$ cat src/rtl/maze_probe_if.sv
// maze_probe_if
// Tile ROM read bus between the maze probe (master) and the synchronous
// tile ROM (slave).
//   rom_addr : tile address, driven by the master
//   rom_rd   : read strobe, high while an address is being presented
//   rom_data : tile code, returned by the ROM one cycle after the address
interface maze_probe_if #(
    parameter int ADDR_W = 10
);
    logic [ADDR_W-1:0] rom_addr;
    logic              rom_rd;
    logic [4:0]        rom_data;

    modport master (output rom_addr, output rom_rd, input rom_data);
    modport slave  (input rom_addr, input rom_rd, output rom_data);
endinterface

$ cat src/rtl/maze_probe.sv
// maze_probe
// On each frame tick, snapshots the sprite position and reads the tile ROM
// at the four probe pixels just outside the sprite (left, right, below,
// above).  All four wall codes are then published together, so the movement
// block never sees a mix of old and new codes.
// Ports:
//   Clk, Reset_n         : system clock, synchronous active-low reset
//   frame_clk            : raw frame tick, synchronised here
//   BallX, BallY, BallS  : sprite centre and half-size in pixels
//   rom                  : tile ROM bus (master side)
//   mapL/mapR/mapB/mapT  : registered tile codes, 0 = open
//   probe_done           : one-cycle pulse when the map outputs update
//   busy                 : high while a probe sequence is in flight
module maze_probe #(
    parameter int TILE_SHIFT = 4,
    parameter int MAP_COLS   = 26,
    parameter int MAP_ROWS   = 28,
    parameter int ADDR_W     = 10
) (
    input  logic                Clk,
    input  logic                Reset_n,
    input  logic                frame_clk,
    input  logic [9:0]          BallX,
    input  logic [9:0]          BallY,
    input  logic [9:0]          BallS,
    maze_probe_if.master        rom,
    output logic [4:0]          mapL,
    output logic [4:0]          mapR,
    output logic [4:0]          mapB,
    output logic [4:0]          mapT,
    output logic                probe_done,
    output logic                busy
);

    typedef enum logic [2:0] {IDLE, SNAP, RD_L, RD_R, RD_B, RD_T, CAP_T, DONE} state_t;

    // A probe outside the grid reads nothing and reports open; wrap and
    // clamping are the movement block's business.
    function automatic logic probe_oob(input logic signed [10:0] px,
                                       input logic signed [10:0] py);
        logic signed [10:0] col;
        logic signed [10:0] row;
        col = px >>> TILE_SHIFT;
        row = py >>> TILE_SHIFT;
        return (px < 0) || (py < 0) ||
               (int'(col) >= MAP_COLS) || (int'(row) >= MAP_ROWS);
    endfunction

    function automatic logic [ADDR_W-1:0] probe_addr(input logic signed [10:0] px,
                                                     input logic signed [10:0] py);
        int col;
        int row;
        int lin;
        col = int'(px >>> TILE_SHIFT);
        row = int'(py >>> TILE_SHIFT);
        lin = row * MAP_COLS + col;
        if (probe_oob(px, py))
            return '0;
        return lin[ADDR_W-1:0];
    endfunction

    state_t              state;
    logic [2:0]          sync;
    logic                frame_edge;
    logic                pending;

    logic signed [10:0]  ball_x;
    logic signed [10:0]  ball_y;
    logic signed [10:0]  reach;
    logic signed [10:0]  px_l, px_r, py_b, py_t;
    logic [ADDR_W-1:0]   addr_l;

    logic [ADDR_W-1:0]   addr_q [4];
    logic [3:0]          oob_q;
    logic [4:0]          shadow_l, shadow_r, shadow_b;

    // sync[1] is the second synchroniser flop, sync[2] the edge-detect flop.
    assign frame_edge = sync[1] & ~sync[2];

    // Probe pixels sit one pixel beyond the sprite edge; 11-bit signed so a
    // probe left of / above the screen goes negative.
    assign ball_x = signed'({1'b0, BallX});
    assign ball_y = signed'({1'b0, BallY});
    assign reach  = signed'({1'b0, BallS}) + 11'sd1;
    assign px_l   = ball_x - reach;
    assign px_r   = ball_x + reach;
    assign py_b   = ball_y + reach;
    assign py_t   = ball_y - reach;
    assign addr_l = probe_addr(px_l, ball_y);

    // Snapshot / shadow datapath: no reset, contents are only ever consumed
    // by a sequence that refilled them.
    always_ff @(posedge Clk) begin
        case (state)
            SNAP: begin
                addr_q[0] <= addr_l;
                addr_q[1] <= probe_addr(px_r, ball_y);
                addr_q[2] <= probe_addr(ball_x, py_b);
                addr_q[3] <= probe_addr(ball_x, py_t);
                oob_q     <= {probe_oob(ball_x, py_t), probe_oob(ball_x, py_b),
                              probe_oob(px_r, ball_y), probe_oob(px_l, ball_y)};
            end
            // ROM is one cycle behind: each RD state captures the slot before it.
            RD_R:    shadow_l <= oob_q[0] ? 5'd0 : rom.rom_data;
            RD_B:    shadow_r <= oob_q[1] ? 5'd0 : rom.rom_data;
            RD_T:    shadow_b <= oob_q[2] ? 5'd0 : rom.rom_data;
            default: ;
        endcase
    end

    always_ff @(posedge Clk) begin
        if (!Reset_n) begin
            sync         <= '0;
            state        <= IDLE;
            pending      <= 1'b0;
            rom.rom_rd   <= 1'b0;
            rom.rom_addr <= '0;
            probe_done   <= 1'b0;
            busy         <= 1'b0;
            mapL         <= 5'h1F;
            mapR         <= 5'h1F;
            mapB         <= 5'h1F;
            mapT         <= 5'h1F;
        end else begin
            sync       <= {sync[1:0], frame_clk};
            probe_done <= 1'b0;
            // Only one edge can be queued behind a running sequence.
            if (frame_edge && state != IDLE)
                pending <= 1'b1;

            case (state)
                IDLE: begin
                    if (frame_edge || pending) begin
                        state   <= SNAP;
                        busy    <= 1'b1;
                        pending <= 1'b0;
                    end
                end
                SNAP: begin
                    rom.rom_addr <= addr_l;
                    rom.rom_rd   <= 1'b1;
                    state        <= RD_L;
                end
                RD_L: begin
                    rom.rom_addr <= addr_q[1];
                    state        <= RD_R;
                end
                RD_R: begin
                    rom.rom_addr <= addr_q[2];
                    state        <= RD_B;
                end
                RD_B: begin
                    rom.rom_addr <= addr_q[3];
                    state        <= RD_T;
                end
                RD_T: begin
                    rom.rom_addr <= '0;
                    rom.rom_rd   <= 1'b0;
                    state        <= CAP_T;
                end
                CAP_T: begin
                    // All four codes change on this one edge.
                    mapL       <= shadow_l;
                    mapR       <= shadow_r;
                    mapB       <= shadow_b;
                    mapT       <= oob_q[3] ? 5'd0 : rom.rom_data;
                    probe_done <= 1'b1;
                    state      <= DONE;
                end
                DONE: begin
                    if (pending || frame_edge) begin
                        state   <= SNAP;
                        pending <= pending & frame_edge;
                    end else begin
                        state <= IDLE;
                        busy  <= 1'b0;
                    end
                end
                default: state <= IDLE;
            endcase
        end
    end

endmodule

$ cat src/flat_wrapper.sv
// flat-port wrapper written by rule: the top's interface ports become plain ports
module maze_probe_flat 
#(
    parameter int TILE_SHIFT = 4,
    parameter int MAP_COLS   = 26,
    parameter int MAP_ROWS   = 28,
    parameter int ADDR_W     = 10
)
  (Clk, Reset_n, frame_clk, BallX, BallY, BallS, mapL, mapR, mapB, mapT, probe_done, busy, rom_rom_addr, rom_rom_rd, rom_rom_data);
  maze_probe_if #(.ADDR_W(ADDR_W)) rom_i ();
  input  logic Clk;
  input  logic Reset_n;
  input  logic frame_clk;
  input  logic [9:0] BallX;
  input  logic [9:0] BallY;
  input  logic [9:0] BallS;
  output logic [4:0] mapL;
  output logic [4:0] mapR;
  output logic [4:0] mapB;
  output logic [4:0] mapT;
  output logic probe_done;
  output logic busy;
  output wire logic [$bits(rom_i.rom_addr)-1:0] rom_rom_addr;
  output wire logic [$bits(rom_i.rom_rd)-1:0] rom_rom_rd;
  input wire logic [$bits(rom_i.rom_data)-1:0] rom_rom_data;
  assign rom_rom_addr = rom_i.rom_addr;
  assign rom_rom_rd = rom_i.rom_rd;
  assign rom_i.rom_data = rom_rom_data;
  maze_probe #(.TILE_SHIFT(TILE_SHIFT), .MAP_COLS(MAP_COLS), .MAP_ROWS(MAP_ROWS), .ADDR_W(ADDR_W)) u_core (.Clk(Clk), .Reset_n(Reset_n), .frame_clk(frame_clk), .BallX(BallX), .BallY(BallY), .BallS(BallS), .rom(rom_i), .mapL(mapL), .mapR(mapR), .mapB(mapB), .mapT(mapT), .probe_done(probe_done), .busy(busy));
endmodule
$ cat config.mk
export PLATFORM = sky130hd
export DESIGN_NAME = maze_probe_flat
export DESIGN_NICKNAME = d
export VERILOG_FILES = /design/src/rtl/maze_probe_if.sv /design/src/rtl/maze_probe.sv /design/src/flat_wrapper.sv
export SDC_FILE = /design/constraint.sdc
export NUM_CORES = 1
export LEC_CHECK = 0
export ABC_AREA = 0
export CAP_MARGIN = 20
export CORE_AREA = 2 2 175 91
export DETAILED_ROUTE_END_ITERATION = 7
export DIE_AREA = 0 0 177 93
export PLACE_DENSITY = 0.75
export SYNTH_ARGS = -nofsm -noshare
export SYNTH_HDL_FRONTEND = slang
export SYNTH_SLANG_ARGS = --single-unit
$ cat constraint.sdc
create_clock -name Clk -period 12.4 [get_ports Clk]
set_input_delay 2.48 -clock Clk [delete_from_list [all_inputs] [get_ports Clk]]
set_output_delay 2.48 -clock Clk [all_outputs]
set_load 0.05 [all_outputs]
==> metrics.txt <==
synthesized instance count=893; PortBufs=70; std cell rows=32; FF-to-FF path depth=6; Vias/cell=5.64; r2r setup slk=9.67 ns; initial drt markers=609; CP Launch Type=primary input; #FFs+latches synth=89; syn_nets=1065; setup bufs post-CTS=0; WP depth=20; most frequent CP cell=ha_1; Top Ports=71; gp weighted congestion=0.908; estimated wirelength of the detail-placed design=16.1 mm; delay-heaviest family, CP=adder cells; final hold slack=0.443 ns; Final Util=0.607; Initial Util=0.528; crit-path max FO=7; CP max stage delay=0.62 ns; hold path depth=1; most common flop cell mapped by yosys=edfxtp_1; final WL=19.9 mm; initial antenna violation count=0; CP max stage cell=clkdlybuf4s50_1; CTS root buf=clkbuf_16; hold path startpoint=u_core.sync[0]$_SDFF_PN0_; clock latency on the worst-skew pair=0.33 ns; CP bufs+invs=2; Final period util=0.633; Final ANT Viol Nets=0; Post-Syn Area per Cell=8.88 µm²; Max-Slew Margin vs Limit=0.317; ranking of synthesized cells by area=ha_1, edfxtp_1, dfxtp_1; Bufs on Longest Clock Path=2; vias in the first global route=6138; RSZ-0062 raised after global routing=no; CP endpoint kind=flip-flop; die width=177 µm; Antenna Cells=0; share of layout cells above drive strength 1=0.0431; post-CTS sizing=0; cts bufs inserted=9; Area growth syn-to-layout=14.9%; Async SR Flop Fraction=0; Req. time, crit path=12.49 ns; Worst Tran Pin Value=1.03 ns; Hold WC Path Type=reg -> reg; Static Leak=3.94 nW; gr ovfl total=0; core area=15000 µm²; Final setup viols=0; worst r2r dst=u_core.rom.rom_addr[8]$_SDFFE_PN0P_; worst r2r src=u_core.state[1]$_SDFFE_PN0P_; Crit Path Category=in -> reg; VDD IR-drop max=0.293 mV; YS warnings=0; pwr/cell area=178 nW/µm²; CTS tree=built; clock-pin slew on the worst setup and hold paths=0.06 ns; routed vias=6515; maxcap violations=0; aggregate global-route resource usage=0.253; Mapped Area=7930 µm²; routed length per instance=17.2 µm; clk sink count=89; First-pass DRT Iterations=7; endpoints failing hold=0; Seq/Total Area, Yosys=0.287; Die ar.=16500 µm²; share of the synthesized area in the top cell type=0.188; fmax=127 MHz; Setup Skew=0.00371 ns; DRC viols=0; setup slack at placement=4.16 ns; largest net degree at the start of global routing=36; # hold bufs at CTS=0; Pins Over Slew Limit=0; worst endpoint data arrival time=7.93 ns; H-tree levels=3; Die Y-Extent=93 µm; worst hold endpoint=u_core.sync[1]$_SDFF_PN0_; Min Clock Period, post-route=7.85 ns; status=complete, no violations; count of cell types in the netlist=73; worst path cell trace=clkdlybuf4s50_1, ha_1, xor2_1, ha_1, nor2_1, a221oi_2, o31ai_2, o31ai_1, a31oi_1, inv_1, ha_1, ha_1, fa_1, ha_1, a21o_1, a21oi_1, xnor2_1, nand3_1, xnor3_1, nor2_1; Final WS setup=4.55 ns; biggest area consumer among synthesized cells=ha_1; final setup TNS=0 ns; fin nets=1118; Post-synth EDFFs=49; first-pass GRT wire length=32.5 mm
## sequential cells by signal, indices dropped and copies added, names as in the netlist
signal and count:
u_core.mapB 5, u_core.oob_q 4, u_core.sync 3, u_core.pending 1, u_core.mapR 5, u_core.probe_done 1, u_core.rom.rom_rd 1, u_core.shadow_l 5
u_core.rom.rom_addr 10, u_core.shadow_b 5, u_core.addr_q 30, u_core.shadow_r 5, u_core.busy 1, u_core.mapT 5, u_core.state 3, u_core.mapL 5
## per-layer routing
metal / up-vias / share of wire / global-route usage
met3: 14 / 0.093 / 0.0663
met4: 0 / 0.0061 / 0.0282
met5: - / 0 / 0
li1: 3191 / - / -
met1: 3074 / 0.53 / 0.410
met2: 236 / 0.37 / 0.334
## power breakdown
group	internal [mW]	switching (mW)
Sequential	0.323	0.00678
Clock	0.196	0.109
Combinational	0.454	0.530
Total	0.972	0.646
## cell usage in the layout (no fill, tap or decap), types with 30 or more instances in the layout
cell type          n
ha_1             119
clkdlybuf4s50_1   70
nand3_1           30
a21oi_1           68
edfxtp_1          49
xnor2_1           59
dfxtp_1           40
inv_1             90
nand2_1           64
nor2_1            87
## synth_stat cells, types with 2 or more instances
| cell | instances |
|---|---|
| a211oi_2 | 2 |
| a21o_1 | 13 |
| a21oi_1 | 68 |
| a22oi_1 | 11 |
| a31o_2 | 2 |
| a31oi_1 | 5 |
| a41oi_2 | 3 |
| and2_1 | 7 |
| and3_1 | 6 |
| buf_1 | 3 |
| buf_2 | 7 |
| buf_6 | 2 |
| clkbuf_1 | 20 |
| dfxtp_1 | 40 |
| edfxtp_1 | 49 |
| fa_1 | 15 |
| ha_1 | 119 |
| inv_1 | 90 |
| nand2_1 | 64 |
| nand2b_1 | 8 |
| nand3_1 | 30 |
| nand3b_1 | 7 |
| nand4b_1 | 2 |
| nor2_1 | 87 |
| nor2b_1 | 27 |
| nor3_1 | 15 |
| nor3b_1 | 3 |
| nor4_1 | 2 |
| o211ai_1 | 6 |
| o21a_1 | 6 |
| o21ai_0 | 25 |
| o21bai_1 | 5 |
| o22ai_1 | 3 |
| o311a_1 | 2 |
| o31ai_1 | 4 |
| o32ai_1 | 2 |
| o41ai_1 | 3 |
| o41ai_2 | 2 |
| or2_2 | 6 |
| or3_1 | 3 |
| xnor2_1 | 59 |
| xnor3_1 | 2 |
| xor2_1 | 28 |
## worst max path at each step
stage / start / endpoint
finish: BallS[0] / u_core.addr_q[3][9]$_SDFFCE_PP0P_
global route: BallS[0] / u_core.addr_q[3][8]$_SDFFCE_PP0P_
CTS: BallS[0] / u_core.addr_q[3][9]$_SDFFCE_PP0P_
detailed placement: BallS[0] / u_core.addr_q[3][9]$_SDFFCE_PP0P_
global placement: BallS[0] / u_core.addr_q[3][9]$_SDFFCE_PP0P_
floorplan: BallS[0] / u_core.addr_q[3][9]$_SDFFCE_PP0P_
## final cells by class
type                            count  area [µm²]
Clock buffer                       10         229
Clock inverter                      6         106
Fill cell                        1324        5900
Inverter                           92         348
Multi-Input combinational cell    679        5160
Sequential cell                    89        2270
Tap cell                          204         255
Timing Repair Buffer               75         742
## per-stage QoR
step	power [mW]	cell area (µm²)	cells
after floorplan	1.12	7930	893
after global placement	1.29	8760	1137
after detailed placement	1.31	8760	1137
after CTS	1.62	9090	1153
after global routing	1.77	9110	1155
final	1.62	9110	1155
## cells by family after synthesis
logic type	synth area share
and+or+nand+nor	0.164
AOI/OAI and AO/OA	0.159
adders and majority gates	0.226
buffers and inverters	0.0627
xor gates and xnor gates	0.102
DFF	0.287
Note: power is estimated with default switching activity, not from simulation.
